### src/rtl/period_meter.sv
// Measures period and high time of a slow signal in clk cycles; sticky loss-of-signal flag.
// Edges seen 2-3 cycles after sig_in; valid pulses one cycle after each rise; no backpressure.
module period_meter #(
    parameter int COUNT_WIDTH = 16,
    parameter int TIMEOUT     = 16'hFFFF
) (
    input  logic                   clk,
    input  logic                   rst_n,
    input  logic                   en,
    input  logic                   sig_in,
    output logic [COUNT_WIDTH-1:0] period,
    output logic [COUNT_WIDTH-1:0] high_time,
    output logic                   valid,
    output logic                   timeout
);

    localparam logic [COUNT_WIDTH-1:0] TIMEOUT_CNT = COUNT_WIDTH'(TIMEOUT);

    typedef enum logic [1:0] {
        IDLE    = 2'd0,
        ARMED   = 2'd1,
        MEASURE = 2'd2
    } state_t;

    state_t                 state;
    state_t                 state_nxt;
    logic                   sync1;
    logic                   s;
    logic                   s_d;
    logic                   rise;
    logic                   fall;
    logic                   at_limit;
    logic [COUNT_WIDTH-1:0] cnt;
    logic [COUNT_WIDTH-1:0] hi;
    logic [COUNT_WIDTH-1:0] cnt_nxt;
    logic [COUNT_WIDTH-1:0] hi_nxt;
    logic [COUNT_WIDTH-1:0] period_nxt;
    logic [COUNT_WIDTH-1:0] high_time_nxt;
    logic                   valid_nxt;
    logic                   timeout_nxt;

    always_ff @(posedge clk or negedge rst_n) begin
        if (!rst_n) begin
            sync1 <= 1'b0;
            s     <= 1'b0;
            s_d   <= 1'b0;
        end else begin
            sync1 <= sig_in;
            s     <= sync1;
            s_d   <= s;
        end
    end

    assign rise     = s & ~s_d;
    assign fall     = ~s & s_d;
    assign at_limit = (cnt == TIMEOUT_CNT);

    always_ff @(posedge clk or negedge rst_n) begin
        if (!rst_n) begin
            state <= IDLE;
        end else begin
            state <= state_nxt;
        end
    end

    always_comb begin
        state_nxt = state;
        if (!en) begin
            state_nxt = IDLE;
        end else begin
            case (state)
                IDLE:    state_nxt = ARMED;
                ARMED:   if (rise) state_nxt = MEASURE;
                MEASURE: if (!rise && at_limit) state_nxt = ARMED;
                default: state_nxt = IDLE;
            endcase
        end
    end

    // Priority: en low, then rise, then timeout, then fall; a rise on the limit cycle is a measurement.
    always_comb begin
        cnt_nxt       = cnt;
        hi_nxt        = hi;
        period_nxt    = period;
        high_time_nxt = high_time;
        valid_nxt     = 1'b0;
        timeout_nxt   = timeout;
        if (!en) begin
            cnt_nxt = '0;
            hi_nxt  = '0;
        end else begin
            case (state)
                IDLE: cnt_nxt = '0;
                ARMED: begin
                    if (rise) cnt_nxt = COUNT_WIDTH'(1);
                end
                MEASURE: begin
                    if (rise) begin
                        period_nxt    = cnt;
                        high_time_nxt = hi;
                        valid_nxt     = 1'b1;
                        cnt_nxt       = COUNT_WIDTH'(1);
                        timeout_nxt   = 1'b0;
                    end else if (at_limit) begin
                        timeout_nxt = 1'b1;
                        cnt_nxt     = '0;
                    end else begin
                        cnt_nxt = cnt + COUNT_WIDTH'(1);
                        if (fall) hi_nxt = cnt;
                    end
                end
                default: cnt_nxt = '0;
            endcase
        end
    end

    always_ff @(posedge clk or negedge rst_n) begin
        if (!rst_n) begin
            cnt       <= '0;
            hi        <= '0;
            period    <= '0;
            high_time <= '0;
            valid     <= 1'b0;
            timeout   <= 1'b0;
        end else begin
            cnt       <= cnt_nxt;
            hi        <= hi_nxt;
            period    <= period_nxt;
            high_time <= high_time_nxt;
            valid     <= valid_nxt;
            timeout   <= timeout_nxt;
        end
    end

endmodule

### config.mk
export PLATFORM = sky130hd
export DESIGN_NAME = period_meter
export DESIGN_NICKNAME = d
export VERILOG_FILES = /design/src/rtl/period_meter.sv
export SDC_FILE = /design/constraint.sdc
export NUM_CORES = 1
export LEC_CHECK = 0
export CAP_MARGIN = 20
export CORE_MARGIN = 10
export CORE_UTILIZATION = 51
export CTS_BUF_LIST = sky130_fd_sc_hd__clkbuf_8 sky130_fd_sc_hd__clkbuf_16
export DETAILED_ROUTE_END_ITERATION = 10
export DONT_BUFFER_PORTS = 1
export GPL_TIMING_DRIVEN = 0
export PLACE_DENSITY = 0.7
export SLEW_MARGIN = 20
export SYNTH_ARGS = -nofsm -noshare
export SYNTH_HDL_FRONTEND = slang
export SYNTH_SLANG_ARGS = --single-unit
### constraint.sdc
create_clock -name clk -period 5.17 [get_ports clk]
set_clock_uncertainty 0.2 [all_clocks]
set_input_delay 0.517 -clock clk [delete_from_list [all_inputs] [get_ports clk]]
set_output_delay 0.517 -clock clk [all_outputs]
set_load 0.005 [all_outputs]
==> results of run 1 <==
final timing paths:
check | start | end | slack, ns | depth (start not counted)
max | cnt[1] | cnt[3] | 2.57 | 7
min | sync1 | s | 0.16 | 0
max reg2reg | cnt[1] | cnt[3] | 2.57 | 7
min reg2reg | sync1 | s | 0.16 | 0
max in group asynchronous | rst_n | hi[10] | 3.96 | 2
min in group asynchronous | rst_n | period[5] | 0.52 | 2
layer usage:
metal	vias to the layer above	part of all wire, %
li1	1138	-
met1	1178	43
met2	57	49
met3	7	6.7
met4	0	1.2
met5	-	0
cell usage after synthesis (all sizes together):
| master | n |
|---|---|
| o21ai | 21 |
| nor3b | 2 |
| nand3 | 7 |
| dfrtp | 71 |
| buf | 6 |
| nor2b | 17 |
| o41ai | 1 |
| mux2i | 18 |
| a22o | 1 |
| nor4 | 3 |
| or4b | 1 |
| nand2 | 105 |
| a21oi | 8 |
| a31oi | 1 |
| nor3 | 11 |
| o2bb2ai | 2 |
| nand2b | 2 |
| ha | 5 |
| and2 | 2 |
| a211oi | 3 |
| nand4 | 8 |
| nor2 | 8 |
| inv | 8 |
| o211ai | 1 |
| o31ai | 5 |
| clkbuf | 12 |
| and4 | 1 |
worst reg2reg max path, delay by kind of cell (launching register included):
| kind | cells | cell delay, ns |
|---|---|---|
| simple gates | 3 | 0.89 |
| buf+inv | 1 | 0.35 |
| flops | 1 | 0.49 |
| compound gates | 2 | 0.24 |
| fa+ha+maj | 1 | 0.31 |
per-stage QoR:
step | worst slack (ns) | hold WS (ns) | cells
CTS | 2.61 | 0.158 | 424
floorplan | 3.05 | 0.0214 | 330
global route | 2.40 | 0.172 | 424
detailed placement | 2.62 | 0.0236 | 405
finish | 2.57 | 0.156 | 424
global placement | 2.68 | 0.0239 | 405
flip-flops by register name, indices dropped and copies added (netlist names):
name       flops
cnt           16
hi            16
high_time     16
period        16
s              1
s_d            1
state          2
sync1          1
timeout        1
valid          1
timing repair:
| action | CTS | global route |
|---|---|---|
| resized for setup | 0 | 0 |
| endpoints found under the hold margin | 72 | 0 |
| hold buffers | 3 | 0 |
kinds of logic after synthesis:
kind of cell / count (synthesis)
AOI/OAI and AO/OA: 43
adders and majority gates: 5
buffers and inverters: 26
DFF: 71
muxes: 18
and+or+nand+nor: 167
layout by cell type, fill, tap and decap left out, drive strengths merged:
master / netlist / routed
nor2b: 17 / 17
nand4: 8 / 8
bufinv: 0 / 1
a22o: 1 / 1
clkinvlp: 0 / 3
nand2: 105 / 105
nor3b: 2 / 2
inv: 8 / 9
clkbuf: 12 / 22
mux2i: 18 / 18
o41ai: 1 / 1
and2: 2 / 2
ha: 5 / 5
buf: 6 / 7
dfrtp: 71 / 71
o31ai: 5 / 5
nand3: 7 / 7
clkinv: 0 / 1
a21oi: 8 / 8
o211ai: 1 / 1
o2bb2ai: 2 / 2
a31oi: 1 / 1
and4: 1 / 1
dlygate4sd3: 0 / 2
nor3: 11 / 11
a211oi: 3 / 3
o21ai: 21 / 21
nand2b: 2 / 2
nor4: 3 / 3
nor2: 8 / 8
or4b: 1 / 1
report_power, final:
| group | internal, mW | total, mW | switching, mW | leakage (nW) |
|---|---|---|---|---|
| logic | 0.0292 | 0.0870 | 0.0578 | 0.589 |
| clock network | 0.233 | 0.443 | 0.210 | 0.0957 |
| registers | 0.562 | 0.570 | 0.00808 | 0.984 |
| total | 0.825 | 1.10 | 0.276 | 1.67 |
cell type report:
type | count | area share [%]
sequential | 71 | 50.2
multi-input combinational | 233 | 37.0
clock buffer | 10 | 3.89
tap | 75 | 2.65
buffer | 18 | 2.30
clock inverter | 6 | 1.73
timing repair buffer | 3 | 1.34
inverter | 8 | 0.848
==> impl_metrics.env, run 1 <==
export IMPL_grt_busiest_layer="met2"
export IMPL_ys_types=35
export IMPL_vias=2380
export IMPL_rsz0062_at_grt="false"
export IMPL_via_per_inst=5.61
export IMPL_crit_arrival_ns=2.62
export IMPL_num_rows=28
export IMPL_grt_pass1_wl_microns=12100
export IMPL_drt_total_wl_microns=7280
export IMPL_crit_fanout=10
export IMPL_critical_path_buf_inv_count=1
export IMPL_clock_latency_ns=0.35
export IMPL_fmax_mhz=385
export IMPL_clk_pin_slew_ns=0.08
export IMPL_grt_pass1_vias=2378
export IMPL_cp_data_required_time_ns=5.19
export IMPL_synthXorXnorAreaFrac_pct=0
export IMPL_postLayoutCellArea_sq_um=3540
export IMPL_synth_seq_cells=71
export IMPL_cts_sinks=71
export IMPL_fin_util_pct=59.1
export IMPL_grtUsageMet2_pct=24.9
export IMPL_firstDrtPassIters=4
export IMPL_io_pins=38
export IMPL_grt_ovfl_total=0
export IMPL_synth_warning_count=0
export IMPL_regArea_sq_um=1780
export IMPL_max_stage_delay_ns=0.61
export IMPL_ir_worst_vdd_uv=182
export IMPL_syn_avg_cell_area_sq_um=9.69
export IMPL_grt_max_degree=72
export IMPL_die_area_sq_um=9840
export IMPL_status="finished, final reports clean"
export IMPL_clockBufferDepth=2
export IMPL_synth_area_mux_share_pct=5.63
export IMPL_cp_slowest_cell="nor4_4"
export IMPL_synth_top_family_by_area="simple AND/OR/NAND/NOR gates"
export IMPL_place_congestion=0.900
export IMPL_dp_hpwl_microns=4930
export IMPL_fin_tns_setup_ns=0
export IMPL_crit_family="simple AND/OR/NAND/NOR gates"
export IMPL_slew_headroom_pct=61.5
export IMPL_core_area_sq_um=5990
export IMPL_min_delay_path_class="register to register"
export IMPL_synthSimpleGateAreaFrac_pct=25.5
export IMPL_synth_top_cells_by_area="dfrtp_1, nand2_1, mux2i_1"
export IMPL_nNetsFinal=353
export IMPL_dpl_cell_area_sq_um=3290
export IMPL_cp_start_kind="register"
export IMPL_h_tree_depth=3
export IMPL_setup_viol=0
export IMPL_finalHoldViolations=0
export IMPL_p_leak_nw=1.67
export IMPL_drtAntennaViolNets=0
export IMPL_drc=0
export IMPL_synth_area_sq_um=3200
export IMPL_drv_cap=0
export IMPL_multiInputGateArea_sq_um=1310
export IMPL_use_met1_pct=18.1
export IMPL_powerDensity_nw_per_um2=311
export IMPL_worst_pin_slew_ns=0.573
export IMPL_io_buffers=0
export IMPL_drv_slew=0
export IMPL_period_minus_slack_ns=2.60
export IMPL_finalPower_mw=1.10
export IMPL_synth_seq_area_share_pct=55.5
export IMPL_antenna_found_initial=0
export IMPL_cts_buffers=9
export IMPL_num_fill_cells=522
export IMPL_die_h_microns=99.2
export IMPL_synthCells=330
export IMPL_crit_chain="ha_1 -> nand3_2 -> nor4_4 -> buf_2 -> nor3b_1 -> o21ai_1 -> o31ai_1"
export IMPL_synthAdderAreaFrac_pct=1.96
export IMPL_fp_dieW_microns=99.2
export IMPL_crit_type="register to register"
export IMPL_grt_met3_usage_pct=4.98
export IMPL_postCtsSetupBuffers=0
export IMPL_n_antenna_cell=0
export IMPL_cts_tree="built"
export IMPL_drtIter0Drc=107
export IMPL_grt_usage_pct=15.2
export IMPL_yosysTopAreaCellShare_pct=55.5
export IMPL_syn_nets=339
export IMPL_yosysTopAreaCell="dfrtp_1"
export IMPL_synth_compound_area_share_pct=7.94
export IMPL_period_share_pct=50.2
export IMPL_final_layout_size_suffix_gt1_share_pct=8.02
export IMPL_post_drt_wl_per_cell_microns=17.2
export IMPL_syn_to_final_growth_pct=10.6
export IMPL_end_kind="register"
export IMPL_cts_root_buf="clkbuf_8"
export IMPL_initial_core_util_pct=53.4
Power figures use the tool's default switching activity.
==> run 2, diff against run 1 <==
ABC_AREA = 1   (was not set)
PLACE_DENSITY = 0.73   (was 0.7)
clock period = 2.15 ns   (was 5.17 ns; I/O delays follow)
==> impl_metrics.env, run 2 <==
export IMPL_status="finished, final reports clean"
export IMPL_max_stage_delay_ns=0.40
export IMPL_synth_edff_count=0
export IMPL_synth_warning_count=0
export IMPL_async_reset_ff_share_pct=100
export IMPL_die_area_sq_um=9890
export IMPL_drv_cap=0
export IMPL_h_tree_depth=3
export IMPL_antenna_found_initial=0
export IMPL_core_area_sq_um=6030
export IMPL_grt_max_degree=72
export IMPL_grt_pass1_wl_microns=11800
export IMPL_ir_worst_vdd_uv=534
export IMPL_crit_family="buffers and inverters"
export IMPL_worst_pin_slew_ns=0.446
export IMPL_powerDensity_nw_per_um2=785
export IMPL_cts_tree="built"
export IMPL_cts_root_buf="clkbuf_8"
export IMPL_syn_nets=386
export IMPL_synth_top_cells_by_area="dfrtp_1, nand2_1, nor2_1"
export IMPL_clk_pin_slew_ns=0.07
export IMPL_crit_type="register to register"
export IMPL_synth_ff_type="dfrtp_1"
export IMPL_min_delay_path_class="input pin to register"
export IMPL_cts_sinks=71
export IMPL_syn_avg_cell_area_sq_um=8.54
export IMPL_drtAntennaViolNets=0
export IMPL_final_common_cell="nand2_1"
export IMPL_dp_slack_ns=0.0855
export IMPL_drtIter0Drc=138
export IMPL_finalHoldViolations=0
export IMPL_cp_slowest_cell="dfrtp_1"
export IMPL_yosysTopAreaCellShare_pct=55.2
export IMPL_setup_viol=0
export IMPL_syn_to_final_growth_pct=11.1
export IMPL_mostFrequentLayoutCells="nand2_1, dfrtp_1, nor2_1"
export IMPL_critical_path_buf_inv_count=3
export IMPL_ys_types=25
export IMPL_slew_headroom_pct=70.2
export IMPL_crit_arrival_ns=2.06
export IMPL_yosysTopAreaCell="dfrtp_1"
export IMPL_clock_latency_ns=0.35
export IMPL_nNetsFinal=402
export IMPL_fmax_mhz=496
export IMPL_cp_start_kind="register"
export IMPL_crit_chain="inv_1 -> ha_1 -> nand2_1 -> clkinv_1 -> buf_2 -> nand4_1 -> nand2_1"
export IMPL_synth_seq_cells=71
export IMPL_die_h_microns=99.5
export IMPL_synth_commonest_cells="nand2_1, dfrtp_1, nor2_1, nand3_1, inv_1"
export IMPL_cts_buffers=9
export IMPL_io_pins=38
export IMPL_drt_total_wl_microns=7090
export IMPL_num_rows=28
export IMPL_period_minus_slack_ns=2.02
export IMPL_vias=2474
export IMPL_synthCells=377
export IMPL_p_leak_nw=1.78
export IMPL_place_congestion=0.869
export IMPL_initial_core_util_pct=53.4
export IMPL_dp_hpwl_microns=5080
export IMPL_synth_seq_area_share_pct=55.2
export IMPL_path_common_cell="nand2_1"
export IMPL_crit_fanout=10
export IMPL_clockBufferDepth=2
export IMPL_period_share_pct=93.8
export IMPL_fin_tns_setup_ns=0
export IMPL_drc=0
export IMPL_grt_pass1_vias=2394
export IMPL_cp_data_required_time_ns=2.19
export IMPL_grt_ovfl_total=0
export IMPL_setup_ws_ns=0.134
export IMPL_rsz0062_at_grt="true"
export IMPL_fp_dieW_microns=99.5
export IMPL_grt_usage_pct=14.5
export IMPL_n_antenna_cell=0
export IMPL_yosysMostFrequentCell="nand2_1"
export IMPL_synth_area_sq_um=3220
export IMPL_end_kind="register"
export IMPL_drv_slew=0
export IMPL_io_buffers=0
export IMPL_via_per_inst=5.23
export IMPL_final_layout_size_suffix_gt1_share_pct=11.6
export IMPL_firstDrtPassIters=4
export IMPL_post_drt_wl_per_cell_microns=15.0
[run 2: cell count changes after synthesis, moves of 8 or more]
cell      change
nand2_1      +37
nor2_1       +28
nand3_1      +19
mux2i_1      -18
nor2b_1      -17
inv_1        +14
o21ai_1      -13
nand4_1      +12
clkbuf_1      -9
nor3_1        -9
a21oi_1       -8
o21ai_0       +8
xor2_1        +8
[run 2: final cells by class]
class | count | area [sq um]
Fill cell | 542 | 2450
Sequential cell | 71 | 1780
Multi-Input combinational cell | 265 | 1250
Clock buffer | 9 | 124
Inverter | 27 | 101
Buffer | 14 | 96.3
Tap cell | 75 | 93.8
Clock inverter | 7 | 72.6
Timing Repair Buffer | 5 | 65.1
[run 2: cells by family after synthesis]
| kind of cell | count (synthesis) | synth area share, % |
|---|---|---|
| buffers and inverters | 41 | 6.06 |
| adder cells (fa/ha/maj) | 5 | 1.94 |
| AO/OA/AOI/OAI | 19 | 3.15 |
| flip-flops | 71 | 55.2 |
| XOR/XNOR | 8 | 2.18 |
| AND/OR/NAND/NOR | 233 | 31.5 |
[run 2: per-layer routing]
metal  vias up  share of wire, %  GRT usage (%)
li1       1229                 -              -
met1      1167                46           18.9
met2        62                45           22.0
met3        16               6.6           3.88
met4         0               2.4           6.84
met5         -                 0              0
[run 2: through the flow]
stage / utilization (%) / power, mW / hold WS, ns / instance area, sq um / cells
floorplan: - / 1.66 / -0.281 / 3220 / 377
global placement: 55.0 / 1.73 / -0.278 / 3310 / 452
global route: 59.4 / 2.94 / 0.0880 / 3580 / 473
detailed placement: 55.0 / 1.74 / -0.278 / 3310 / 452
CTS: 59.2 / 2.83 / 0.0768 / 3570 / 472
finish: 59.4 / 2.81 / 0.0401 / 3580 / 473
[run 2: repair_timing]
item | 4_1_cts | 5_1_grt
setup buffers | 0 | 1
endpoints found under the hold margin | 77 | 0
hold buffers | 4 | 0
gates resized for setup | 0 | 4
setup endpoints to repair | 0 | 37
[run 2: tightest hold or removal path, delay by kind of cell]
| family | cells | cell delay, ns |
|---|---|---|
| simple gates | 4 | 0.34 |
[run 2: power breakdown]
| part | switching (mW) | internal, mW | leakage, nW | total, mW |
|---|---|---|---|---|
| clock | 0.520 | 0.537 | 0.0956 | 1.06 |
| combinational | 0.239 | 0.109 | 0.702 | 0.349 |
| sequential | 0.0367 | 1.37 | 0.983 | 1.40 |
| total | 0.797 | 2.01 | 1.78 | 2.81 |
[run 2: worst paths after layout]
| kind | startpoint | to | slack (ns) | cells past startpoint |
|---|---|---|---|---|
| setup / recovery | state[0] | hi[8] | 0.13 | 7 |
| hold / removal | en | high_time[0] | 0.04 | 4 |
| setup reg to reg | state[0] | hi[8] | 0.13 | 7 |
| hold reg to reg | sync1 | s | 0.15 | 0 |
| max in group asynchronous | rst_n | hi[13] | 1.27 | 2 |
| min in group asynchronous | rst_n | period[4] | 0.19 | 2 |
==> run 3, diff against run 2 <==
CORE_ASPECT_RATIO = 1.75   (was not set)
MAX_ROUTING_LAYER = met4   (was not set)
==> impl_metrics.env, run 3 (same netlist as run 2, synthesis figures left out) <==
export IMPL_status="finished, final reports clean"
export IMPL_rsz0062_at_grt="false"
export IMPL_setup_viol=0
export IMPL_n_antenna_cell=0
export IMPL_cts_sinks=71
export IMPL_post_drt_wl_per_cell_microns=14.5
export IMPL_drtAntennaViolNets=0
export IMPL_syn_to_final_growth_pct=12.5
export IMPL_grt_ovfl_total=0
export IMPL_drc=0
export IMPL_fmax_mhz=503
export IMPL_num_rows=38
export IMPL_place_congestion=0.866
export IMPL_io_buffers=0
export IMPL_clock_latency_ns=0.35
export IMPL_drt_total_wl_microns=6930
export IMPL_h_tree_depth=3
export IMPL_vias=2472
export IMPL_final_layout_size_suffix_gt1_share_pct=11.8
export IMPL_grt_pass1_vias=2437
export IMPL_clk_pin_slew_ns=0.07
export IMPL_slew_headroom_pct=63.1
export IMPL_mostFrequentLayoutCells="nand2_1, dfrtp_1, nor2_1"
export IMPL_drv_slew=0
export IMPL_grt_pass1_wl_microns=11600
export IMPL_finalHoldViolations=0
export IMPL_antenna_found_initial=0
export IMPL_drv_cap=0
export IMPL_io_pins=38
export IMPL_fin_tns_setup_ns=0
export IMPL_cp_start_kind="register"
export IMPL_period_minus_slack_ns=1.99
export IMPL_hold_path_depth=3
export IMPL_cp_data_required_time_ns=2.17
export IMPL_grt_max_degree=72
export IMPL_powerDensity_nw_per_um2=810
export IMPL_cts_root_buf="clkbuf_8"
export IMPL_die_area_sq_um=10000
export IMPL_final_common_cell="nand2_1"
export IMPL_cts_tree="built"
export IMPL_dp_hpwl_microns=5040
export IMPL_crit_arrival_ns=2.01
export IMPL_grt_usage_pct=15.3
export IMPL_firstDrtPassIters=4
export IMPL_fp_dieW_microns=80.1
export IMPL_worst_pin_slew_ns=0.552
export IMPL_via_per_inst=5.16
export IMPL_period_share_pct=92.4
export IMPL_ir_worst_vdd_uv=402
export IMPL_crit_fanout=10
export IMPL_drtIter0Drc=140
export IMPL_p_leak_nw=1.80
export IMPL_die_h_microns=125
export IMPL_cts_buffers=9
export IMPL_initial_core_util_pct=52.1
export IMPL_core_area_sq_um=6180
export IMPL_nNetsFinal=403
export IMPL_crit_type="register to register"
export IMPL_worst_r2r_cell_count=7
export IMPL_clockBufferDepth=2
export IMPL_fin_hold_ws_ns=0.0966
export IMPL_min_delay_path_class="input pin to register"
export IMPL_end_kind="register"
export IMPL_finalPower_mw=2.93
run 3: repair_timing:
action,4_1_cts,5_1_grt
setup buffers,0,2
setup endpoints to repair,0,32
hold buffers,4,0
resized for setup,0,5
endpoints found under the hold margin,79,0
run 3: layer usage:
metal  track usage, %  up-vias  share of wire, %
met5                -        -                 0
met4             8.65        0               2.8
met3             4.95       17               5.1
met2             24.5       42                54
met1             15.9     1183                38
li1                 -     1230                 -
run 3: stage by stage:
step / cells / setup WS (ns) / cell area [sq um] / util [%]
after CTS: 477 / 0.0735 / 3600 / 58.3
final: 479 / 0.163 / 3620 / 58.6
after floorplan: 377 / 0.415 / 3220 / -
after global placement: 457 / 0.174 / 3320 / 53.7
after detailed placement: 457 / 0.106 / 3320 / 53.7
after global routing: 479 / 0.0176 / 3620 / 58.6
run 3: final timing paths:
| path | startpoint | end | slack (ns) |
|---|---|---|---|
| min in group asynchronous | rst_n | period[9] | 0.22 |
| worst max-delay path | state[0] | period[8] | 0.16 |
| worst min register to register | sync1 | s | 0.15 |
| worst max register to register | state[0] | period[8] | 0.16 |
| max in group asynchronous | rst_n | hi[14] | 1.24 |
| worst min-delay path | en | timeout | 0.1 |
run 3: critical path, stage by stage, from the launching register on:
cell and delay, ns:
dfrtp_1 0.40, inv_1 0.08, ha_1 0.26, nand2_1 0.24
nor2_4 0.07, inv_2 0.15, clkbuf_1 0.33, o21ai_0 0.14
run 3: layout make-up:
class	count	area [sq um]
plain buffers	14	96.3
clock buffers	10	138
clock inverters	6	85.1
fillers	546	2560
inverters	27	105
multi-input cells	265	1250
flip-flops and latches	71	1780
well taps	80	100
repair buffers	6	72.6
run 3: report_power, final:
part           switching [mW]  total (mW)  internal (mW)
sequential             0.0322        1.40           1.37
clock                   0.497        1.18          0.680
combinational           0.245       0.356          0.111
total                   0.773        2.93           2.16
